===== src/rtl/btb_update_ctrl.sv =====
// rtl/btb_update_ctrl.sv - BTB update buffer with init/flush sweep controller
//
// Purpose:
//   Buffers up to two branch-update requests per cycle in a small FIFO and
//   drains one entry per cycle into the BTB write port. After reset, and on
//   every invalidate-all request, it sweeps the whole BTB index space with
//   clear writes before accepting updates again.
//
// Ports:
//   clk, rst_n        clock, synchronous active-low reset
//   upd_valid_i[1:0]  per-slot update request (slot 0 older than slot 1)
//   upd_pc_i          per-slot branch PC[31:2]
//   upd_bta_i         per-slot branch target[31:2]
//   upd_type_i        per-slot branch type
//   upd_ready_o       both slots are accepted this cycle when high
//   inv_all_i         one-cycle request to invalidate the whole BTB
//   btb_we_o          BTB write enable
//   btb_wpc_o         BTB write PC[31:2]
//   btb_bta_o         BTB write target
//   btb_type_o        BTB write branch type
//   btb_clr_o         current write stores an invalid entry
//   busy_o            sweep in progress
module btb_update_ctrl #(
  parameter int ADDR_WIDTH = 10,
  parameter int FIFO_DEPTH = 4
) (
  input  logic             clk,
  input  logic             rst_n,
  input  logic [1:0]       upd_valid_i,
  input  logic [1:0][29:0] upd_pc_i,
  input  logic [1:0][29:0] upd_bta_i,
  input  logic [1:0][1:0]  upd_type_i,
  output logic             upd_ready_o,
  input  logic             inv_all_i,
  output logic             btb_we_o,
  output logic [29:0]      btb_wpc_o,
  output logic [29:0]      btb_bta_o,
  output logic [1:0]       btb_type_o,
  output logic             btb_clr_o,
  output logic             busy_o
);

  localparam int SW = ADDR_WIDTH + 1;
  localparam int PW = $clog2(FIFO_DEPTH);
  localparam int CW = PW + 1;

  typedef enum logic [1:0] {
    S_INIT  = 2'd0,
    S_RUN   = 2'd1,
    S_FLUSH = 2'd2
  } state_e;

  state_e          state_q, state_d;
  logic [SW-1:0]   sc_q, sc_d;
  logic [PW-1:0]   wr_ptr_q, wr_ptr_d;
  logic [PW-1:0]   rd_ptr_q, rd_ptr_d;
  logic [CW-1:0]   count_q, count_d;

  logic [29:0]     pc_mem_q   [FIFO_DEPTH];
  logic [29:0]     bta_mem_q  [FIFO_DEPTH];
  logic [1:0]      type_mem_q [FIFO_DEPTH];

  logic            sweep;
  logic            can_accept;
  logic            accept;
  logic            push0;
  logic            push1;
  logic            pop;
  logic [CW-1:0]   free_cnt;
  logic [PW-1:0]   wr_idx1;

  // ---------------------------------------------------------------------------
  // FSM: state register
  // ---------------------------------------------------------------------------
  always_ff @(posedge clk) begin
    if (!rst_n) begin
      state_q <= S_INIT;
    end else begin
      state_q <= state_d;
    end
  end

  // ---------------------------------------------------------------------------
  // FSM: next-state logic
  // ---------------------------------------------------------------------------
  always_comb begin
    state_d = state_q;
    case (state_q)
      S_INIT, S_FLUSH: begin
        // A new invalidate restarts the sweep even on its last cycle.
        if (inv_all_i) begin
          state_d = S_FLUSH;
        end else if (sc_q == {SW{1'b1}}) begin
          state_d = S_RUN;
        end
      end
      S_RUN: begin
        if (inv_all_i) begin
          state_d = S_FLUSH;
        end
      end
      default: state_d = S_INIT;
    endcase
  end

  // ---------------------------------------------------------------------------
  // Datapath control
  // ---------------------------------------------------------------------------
  always_comb begin
    sweep      = (state_q != S_RUN);
    free_cnt   = CW'(FIFO_DEPTH) - count_q;
    // Readiness depends only on registered occupancy so the requester never
    // sees a combinational path from its own valids.
    can_accept = (state_q == S_RUN) && (free_cnt >= CW'(2));
    accept     = can_accept && !inv_all_i;
    push0      = accept && upd_valid_i[0];
    push1      = accept && upd_valid_i[1];
    pop        = (state_q == S_RUN) && (count_q != '0);
    // Slot 1 lands behind slot 0 only when slot 0 actually took an entry.
    wr_idx1    = wr_ptr_q + PW'(push0);

    // The sweep counter wraps to zero on its last cycle, so it is already
    // zero whenever RUN is entered.
    if (inv_all_i) begin
      sc_d = '0;
    end else if (sweep) begin
      sc_d = sc_q + SW'(1);
    end else begin
      sc_d = sc_q;
    end

    if ((state_q == S_RUN) && inv_all_i) begin
      wr_ptr_d = '0;
      rd_ptr_d = '0;
      count_d  = '0;
    end else begin
      wr_ptr_d = wr_ptr_q + PW'(push0) + PW'(push1);
      rd_ptr_d = rd_ptr_q + PW'(pop);
      count_d  = count_q + CW'(push0) + CW'(push1) - CW'(pop);
    end
  end

  always_ff @(posedge clk) begin
    if (!rst_n) begin
      sc_q     <= '0;
      wr_ptr_q <= '0;
      rd_ptr_q <= '0;
      count_q  <= '0;
    end else begin
      sc_q     <= sc_d;
      wr_ptr_q <= wr_ptr_d;
      rd_ptr_q <= rd_ptr_d;
      count_q  <= count_d;
    end
  end

  // Entry storage carries no reset; occupancy alone decides what is valid.
  always_ff @(posedge clk) begin
    if (push0) begin
      pc_mem_q[wr_ptr_q]   <= upd_pc_i[0];
      bta_mem_q[wr_ptr_q]  <= upd_bta_i[0];
      type_mem_q[wr_ptr_q] <= upd_type_i[0];
    end
    if (push1) begin
      pc_mem_q[wr_idx1]   <= upd_pc_i[1];
      bta_mem_q[wr_idx1]  <= upd_bta_i[1];
      type_mem_q[wr_idx1] <= upd_type_i[1];
    end
  end

  // ---------------------------------------------------------------------------
  // FSM: output logic
  // ---------------------------------------------------------------------------
  always_comb begin
    upd_ready_o = 1'b0;
    btb_we_o    = 1'b0;
    btb_clr_o   = 1'b0;
    btb_wpc_o   = '0;
    btb_bta_o   = '0;
    btb_type_o  = '0;
    busy_o      = 1'b0;
    // Reset is synchronous for state, but outputs must already be quiet while
    // it is held, before the first clock edge has cleared the registers.
    if (!rst_n) begin
      busy_o = 1'b1;
    end else begin
      case (state_q)
        S_INIT, S_FLUSH: begin
          busy_o    = 1'b1;
          btb_we_o  = 1'b1;
          btb_clr_o = 1'b1;
          btb_wpc_o = 30'(sc_q);
        end
        S_RUN: begin
          upd_ready_o = can_accept;
          if (pop) begin
            btb_we_o   = 1'b1;
            btb_wpc_o  = pc_mem_q[rd_ptr_q];
            btb_bta_o  = bta_mem_q[rd_ptr_q];
            btb_type_o = type_mem_q[rd_ptr_q];
          end
        end
        default: busy_o = 1'b1;
      endcase
    end
  end

endmodule


===== config.mk =====
export PLATFORM = sky130hd
export DESIGN_NAME = btb_update_ctrl
export DESIGN_NICKNAME = d
export VERILOG_FILES = /design/src/rtl/btb_update_ctrl.sv
export SDC_FILE = /design/constraint.sdc
export NUM_CORES = 1
export LEC_CHECK = 0
export BUFFER_PORTS_ARGS = -buffer_cell sky130_fd_sc_hd__buf_4
export CORE_MARGIN = 2
export CORE_UTILIZATION = 40
export CTS_CLUSTER_DIAMETER = 50
export DETAILED_ROUTE_END_ITERATION = 7
export PLACE_DENSITY = 0.63
export RECOVER_POWER = 100
export SYNTH_ARGS = -nofsm -noshare
export SYNTH_HDL_FRONTEND = slang
export SYNTH_SLANG_ARGS = --single-unit

===== constraint.sdc =====
create_clock -name clk -period 7.35 [get_ports clk]
set_input_delay 0.3675 -clock clk [delete_from_list [all_inputs] [get_ports clk]]
set_output_delay 0.3675 -clock clk [all_outputs]
set_load 0.01 [all_outputs]

==> impl_metrics.toml, run 1 <==
[timing]
fin_crit_ps = 5690
setup_viol = 0
finalCritPeriodShare_pct = 77.4
worstMarginPinSlew_ps = 3030
relSlewSlack_pct = -102
finClkSkew_ps = 12.9
layout_setup_ws_ps = 1660
setup_tns_ps = 0
slew_violations = 360
grt_setup_unrepaired = "no"
max_freq_ghz = 0.176
finalHoldViolations = 0
holdWs_ps = 179

[power_and_ir_drop]
ir_drop_v = 0.000134
p_sw_w = 0.000693
p_clk_share_pct = 48.8
p_leak_nw = 5.63
pwr-share-comb_pct = 4.3
p_sw_share_pct = 19.5
pwr_density_cell_mw_per_mm2 = 216
pwr-share-seq_pct = 46.9
internal_power_w = 0.00286

[placement]
port_buffers = 194
post-dp-hpwl_mm = 18.9
gp_congestion = 0.778
pre_cts_ws_ps = 2660

[finish]
drive_above_1_share_pct = 48.6
area_growth_pct = 19.8
fin_nets = 1135
n_antenna_cell = 0

[global_routing]
grt_usage_pct = 18.0
grt_max_degree = 63
antenna_found_initial = 0
globalRoute.totalOverflow = 0
grt_pass1_vias = 8166
grt_pass1_wl_mm = 49.0

[die]
die-area_sq_mm = 0.0358
start_util_pct = 40.8
fp.dieH_um = 189
die_w_um = 189
std_cell_rows = 67
core_area_sq_mm = 0.0337
pin_count = 195

[yosys]
synth_largest_area_cell = "edfxtp_1"
syn-mean-instance-area_sq_um = 17.2
synth_area_leaders = "edfxtp_1 (54%), mux2_2 (15%), mux4_2 (10%)"
yosysWarnings = 0
syn_nets = 939
netlist_instances = 800
synth_area_sq_mm = 0.0137
ys_ff_latch = 268
synth_top_area_share_pct = 54.2
ys_seq_area_share_pct = 57.1
ys_types = 41

[cts]
cts_buffer_depth = 3
cts_post_setup_buffers_inserted = 0
htree_levels = 2
clock_latency_ps = 500
cts_hold_buffers = 0
cts_tree = "done"
path_clk_slew_ps = 60
cts-root-buf = "clkbuf_16"
cts_sinks = 268
cts_resized = 0
cts_buffers = 36

[setup_path]
endpoint_kind = "flip-flop"
reg2reg_to = "bta_mem_q[1][8]"
worstSetupPathType = "reg2reg"
reg2regPathDepth = 11
r2r_start = "count_q[1]"
cp_data_required_time_ps = 7600
start_kind = "flip-flop"
cp_max_fo = 37
reg2reg_slack_ps = 1660
cp.arrival_ps = 5940

[drt]
drt-initial-drc-count = 375
route.detailed.drc = 0
postRouteAntennaNets = 0
avgViaCountPerCell = 5.33
wl_mm = 32.2
wl_per_cell_um = 22.0
vias = 7825
dr.pass1.iters = 4

[outcome]
violations = "capacitance limit, slew limit"
outcome = "finished, violations left"

[min_path]
hold_depth = 2
hold_class = "in2reg"
worstHoldStart = "upd_bta_i[26]"
holdPathEnd = "bta_mem_q[0][26]"

[job]
cap_violations = 10
[power groups by stage]
stage | clock, W | sequential (W) | combinational (W)
floorplan | 0 | 0.00170 | 0.0000757
global placement | 0 | 0.00170 | 0.000163
detailed placement | 0 | 0.00170 | 0.000166
CTS | 0.00177 | 0.00167 | 0.000167
global route | 0.00183 | 0.00166 | 0.000169
finish | 0.00173 | 0.00167 | 0.000153
[through the flow]
step,util [%],instance area [sq um],std cells,power [W]
floorplan,-,13700,800,0.00177
global placement,46.5,15700,1406,0.00186
detailed placement,46.5,15700,1406,0.00186
CTS,50.0,16800,1467,0.00360
global route,48.8,16500,1467,0.00366
finish,48.8,16500,1467,0.00355
[how the worst max path moves through the flow]
stage                    start          endpoint  cells after the start  slack (ps)
floorplan           count_q[1]   bta_mem_q[0][0]                      7         610
global placement    count_q[1]  bta_mem_q[1][21]                     11        2710
detailed placement  count_q[1]  bta_mem_q[1][21]                     11        2660
CTS                 count_q[1]  bta_mem_q[1][21]                     11        2630
global route        state_q[0]  bta_mem_q[1][21]                      8        1280
finish              count_q[1]   bta_mem_q[1][8]                     11        1660
[worst max-delay path, cell delays in order (launching register included)]
cell and delay, ps:
dfxtp_1 380, inv_1 100, ha_1 190, ha_1 280
or3b_2 530, nand4_1 310, inv_1 80, ha_1 220
xnor2_1 250, nand4_1 1410, clkbuf_2 1090, mux2_2 540
[kinds of logic (layout without fill, tap and decap cells)]
| group | Yosys count | count (layout) | synth area share [%] |
|---|---|---|---|
| and+or+nand+nor | 110 | 110 | 5.00 |
| adders and majority gates | 10 | 10 | 1.02 |
| muxes | 314 | 314 | 32.4 |
| AOI/OAI and AO/OA | 32 | 32 | 1.65 |
| xor gates and xnor gates | 7 | 7 | 0.501 |
| DFF | 268 | 268 | 57.1 |
| buffers and inverters | 59 | 278 | 2.28 |
[cells in the final DEF, fill, tap and decap left out, types with 5 or more instances in the layout]
cell type  synthesis  final
a21oi_1            8      8
a22o_1            11     11
and2_0             0     51
and2_1            56      5
buf_4              6    185
bufinv_16          0      5
clkbuf_1          17     23
clkbuf_16          0     37
clkinv_1           0      5
clkinv_2           0      6
dfxtp_1           20     18
edfxtp_1         248    248
ha_1               8      8
inv_1             10     10
mux2_1             5     61
mux2_2           183    183
mux4_2            62     62
nand2_1           12     12
nand2b_1           7      7
nor2_1             9      9
o31ai_1            5      5
or4_1              5      5
xnor2_1            6      6
[cell usage after synthesis]
| cell | instances |
|---|---|
| a21oi_1 | 8 |
| a221oi_1 | 1 |
| a22o_1 | 11 |
| and2_1 | 56 |
| and4bb_4 | 1 |
| buf_1 | 1 |
| buf_2 | 19 |
| buf_4 | 6 |
| buf_6 | 6 |
| clkbuf_1 | 17 |
| dfxtp_1 | 20 |
| edfxtp_1 | 248 |
| fa_1 | 2 |
| ha_1 | 8 |
| inv_1 | 10 |
| mux2_1 | 5 |
| mux2_2 | 183 |
| mux2_4 | 60 |
| mux2i_1 | 4 |
| mux4_2 | 62 |
| nand2_1 | 12 |
| nand2b_1 | 7 |
| nand3_1 | 4 |
| nand3b_1 | 1 |
| nand4_1 | 3 |
| nand4_2 | 2 |
| nor2_1 | 9 |
| nor2b_1 | 2 |
| nor3b_1 | 1 |
| nor4_1 | 3 |
| nor4b_1 | 2 |
| nor4b_4 | 1 |
| o21a_1 | 1 |
| o21ai_0 | 4 |
| o21bai_1 | 1 |
| o31ai_1 | 5 |
| o32ai_1 | 1 |
| or3b_2 | 1 |
| or4_1 | 5 |
| xnor2_1 | 6 |
| xor2_2 | 1 |
[sequential cells by signal, indices dropped and copies added, names as in the netlist]
name        count
wr_ptr_q        2
state_q         2
pc_mem_q      120
type_mem_q      8
sc_q           11
count_q         3
bta_mem_q     120
rd_ptr_q        2
[metal layers]
metal / vias up / global-route usage (%) / routed length, um
met3: 38 / 3.97 / 2100
met1: 3995 / 23.9 / 14000
met4: 0 / 4.20 / 489
met2: 208 / 30.2 / 15700
li1: 3584 / - / -
met5: - / 0 / 0
[layout make-up]
class / count / area, sq um
inverter: 10 / 37.5
multi-input combinational: 473 / 5360
timing repair buffer: 207 / 1480
clock inverter: 18 / 216
tap: 448 / 561
sequential: 268 / 7860
fill: 3003 / 17200
clock buffer: 43 / 958
Note: power is estimated with default switching activity, not from simulation.
==> inputs of run 2 (changes only) <==
--- a/config.mk
+++ b/config.mk
@@ -5,12 +5,13 @@
 export SDC_FILE = /design/constraint.sdc
 export NUM_CORES = 1
 export LEC_CHECK = 0
+export ABC_AREA = 1
 export BUFFER_PORTS_ARGS = -buffer_cell sky130_fd_sc_hd__buf_4
 export CORE_MARGIN = 2
 export CORE_UTILIZATION = 40
 export CTS_CLUSTER_DIAMETER = 50
 export DETAILED_ROUTE_END_ITERATION = 7
-export PLACE_DENSITY = 0.63
+export PLACE_DENSITY = 0.65
 export RECOVER_POWER = 100
 export SYNTH_ARGS = -nofsm -noshare
 export SYNTH_HDL_FRONTEND = slang
==> constraint.sdc (replaced) <==
create_clock -name clk -period 5.15 [get_ports clk]
set_input_delay 0.2575 -clock clk [delete_from_list [all_inputs] [get_ports clk]]
set_output_delay 0.2575 -clock clk [all_outputs]
set_load 0.01 [all_outputs]
==> impl_metrics.toml, run 2 <==
[global_routing]
grt_pass1_vias = 12200
grt_max_degree = 93
antenna_found_initial = 2
grt_pass1_wl_mm = 65.2
grt_usage_pct = 21.5
globalRoute.totalOverflow = 0

[timing]
relSlewSlack_pct = -39.6
setup_tns_ps = 0
holdWs_ps = 14.8
layout_setup_ws_ps = 788
finalCritPeriodShare_pct = 84.7
finClkSkew_ps = 24.6
worstMarginPinSlew_ps = 2090
slew_violations = 409
max_freq_ghz = 0.229
setup_viol = 0
finalHoldViolations = 0
fin_crit_ps = 4360
grt_setup_unrepaired = "no"

[yosys]
synth-edff-count = 248
yosysMostFrequentCell = "nand2_1"
ys_async_sr_fraction_pct = 0
synth_largest_area_cell = "edfxtp_1"
ys_types = 25
ys_seq_area_share_pct = 53.8
syn-mean-instance-area_sq_um = 8.14
synth_area_leaders = "edfxtp_1 (51%), nand2_1 (22%), nor2_1 (6.0%)"
synth_top_area_share_pct = 51.1
ys_ff_latch = 268
synthFlopType = "edfxtp_1"
synth_commonest_cells = "nand2_1 (851), edfxtp_1 (248), nor2_1 (234)"
syn_nets = 1930
yosysWarnings = 0
netlist_instances = 1791
synth_area_sq_mm = 0.0146

[drt]
route.detailed.drc = 0
avgViaCountPerCell = 5.09
dr.pass1.iters = 6
vias = 12300
postRouteAntennaNets = 0
drt-initial-drc-count = 1088
wl_per_cell_um = 17.0
wl_mm = 41.1

[finish]
fin_nets = 2071
mostFrequentLayoutCell = "nand2_1"
area_growth_pct = 14.8
n_fill_cell = 3506
drive_above_1_share_pct = 10.8
reg_top3 = "bta_mem_q: 120 flops, pc_mem_q: 120 flops, sc_q: 11 flops"
design_area_sq_mm = 0.0167
layout_common_cells = "nand2_1 (852), edfxtp_1 (248), nor2_1 (235)"

[placement]
post-dp-hpwl_mm = 25.1
gp_congestion = 0.857
place_area_sq_mm = 0.0160
pre_cts_ws_ps = 1000
port_buffers = 194

[power_and_ir_drop]
p_leak_nw = 7.22
pwr-share-comb_pct = 4.8
pwr_density_cell_mw_per_mm2 = 294
pwr-share-seq_pct = 48.3
internal_power_w = 0.00388
p_sw_w = 0.00104
p_clk_share_pct = 46.9
p_sw_share_pct = 21.2
ir_drop_v = 0.000229

[cts]
path_clk_slew_ps = 60
cts_sinks = 268
clock_latency_ps = 520
htree_levels = 2
cts-root-buf = "clkbuf_16"
cts_hold_buffers = 0
cts_tree = "done"
cts_buffer_depth = 3
cts_buffers = 34
cts_resized = 0
cts_post_setup_buffers_inserted = 0

[die]
die-area_sq_mm = 0.0380
fp.dieH_um = 195
pin_count = 195
die_w_um = 195
core_area_sq_mm = 0.0357
start_util_pct = 40.8
std_cell_rows = 69

[job]
cap_violations = 7

[setup_path]
cp.arrival_ps = 4100
start_kind = "flip-flop"
cp_data_required_time_ps = 4890
worstSetupPathType = "reg2out"
endpoint_kind = "output pin"
cp_max_fo = 92

[min_path]
hold_class = "in2reg"

[outcome]
outcome = "finished, violations left"
violations = "capacitance limit, slew limit"
run 2: cell count changes after synthesis, moves of 64 or more:
| cell | delta |
|---|---|
| nand2_1 | +839 |
| nor2_1 | +225 |
| mux2_2 | -183 |
| o21ai_0 | +110 |
| inv_1 | +71 |
| a21oi_1 | +64 |
run 2: worst paths after layout:
path                     from         endpoint  slack (ps)  cells past startpoint
setup / recovery  rd_ptr_q[0]     btb_wpc_o[1]         790                      8
hold / removal      inv_all_i       state_q[1]          10                      3
setup reg to reg   count_q[1]  pc_mem_q[3][14]         810                     14
hold reg to reg      sc_q[10]         sc_q[10]         530                      2
run 2: per-layer routing:
layer | up-vias | global-route usage, % | wire length, um
met5 | - | 0 | 14
met4 | 2 | 6.16 | 824
met3 | 61 | 3.35 | 3080
met2 | 477 | 36.5 | 19900
met1 | 5749 | 28.6 | 17300
li1 | 5998 | - | -
run 2: critical path, stage by stage, from the launching register on:
cell      delay [ps]
dfxtp_2          810
clkinv_2         590
clkbuf_2        1100
nand2_1          320
nand3_1          100
nand2_1          160
nand2_1           80
a21oi_1          210
clkbuf_1         180
run 2: power groups by stage:
| stage | clock network (W) | logic, W | registers (W) |
|---|---|---|---|
| floorplan | 0 | 0.0000832 | 0.00242 |
| global placement | 0 | 0.000225 | 0.00242 |
| detailed placement | 0 | 0.000233 | 0.00242 |
| CTS | 0.00232 | 0.000234 | 0.00238 |
| global route | 0.00242 | 0.000261 | 0.00238 |
| finish | 0.00231 | 0.000234 | 0.00238 |
run 2: logic make-up after synthesis:
family | count (synthesis) | share of synthesized area (%)
xor+xnor | 3 | 0.180
simple gates | 1138 | 31.0
flops | 268 | 53.8
fa+ha+maj | 10 | 0.961
compound gates | 187 | 6.44
buf+inv | 185 | 7.60
run 2: layout make-up:
class | instances | area, sq um | area share (%)
Inverter | 86 | 324 | 1.94
Sequential cell | 268 | 7850 | 46.9
Timing Repair Buffer | 204 | 1320 | 7.90
Tap cell | 461 | 577 | 3.45
Antenna cell | 1 | 2.50 | 0.0150
Clock inverter | 14 | 168 | 1.00
Clock buffer | 44 | 910 | 5.44
Multi-Input combinational cell | 1338 | 5580 | 33.4
run 2: stage by stage:
step                std cells  util (%)  total power [W]
floorplan                1791         -          0.00251
global placement         2357      44.7          0.00265
detailed placement       2357      44.7          0.00266
CTS                      2415      47.8          0.00494
global route             2415      46.8          0.00506
finish                   2416      46.8          0.00492
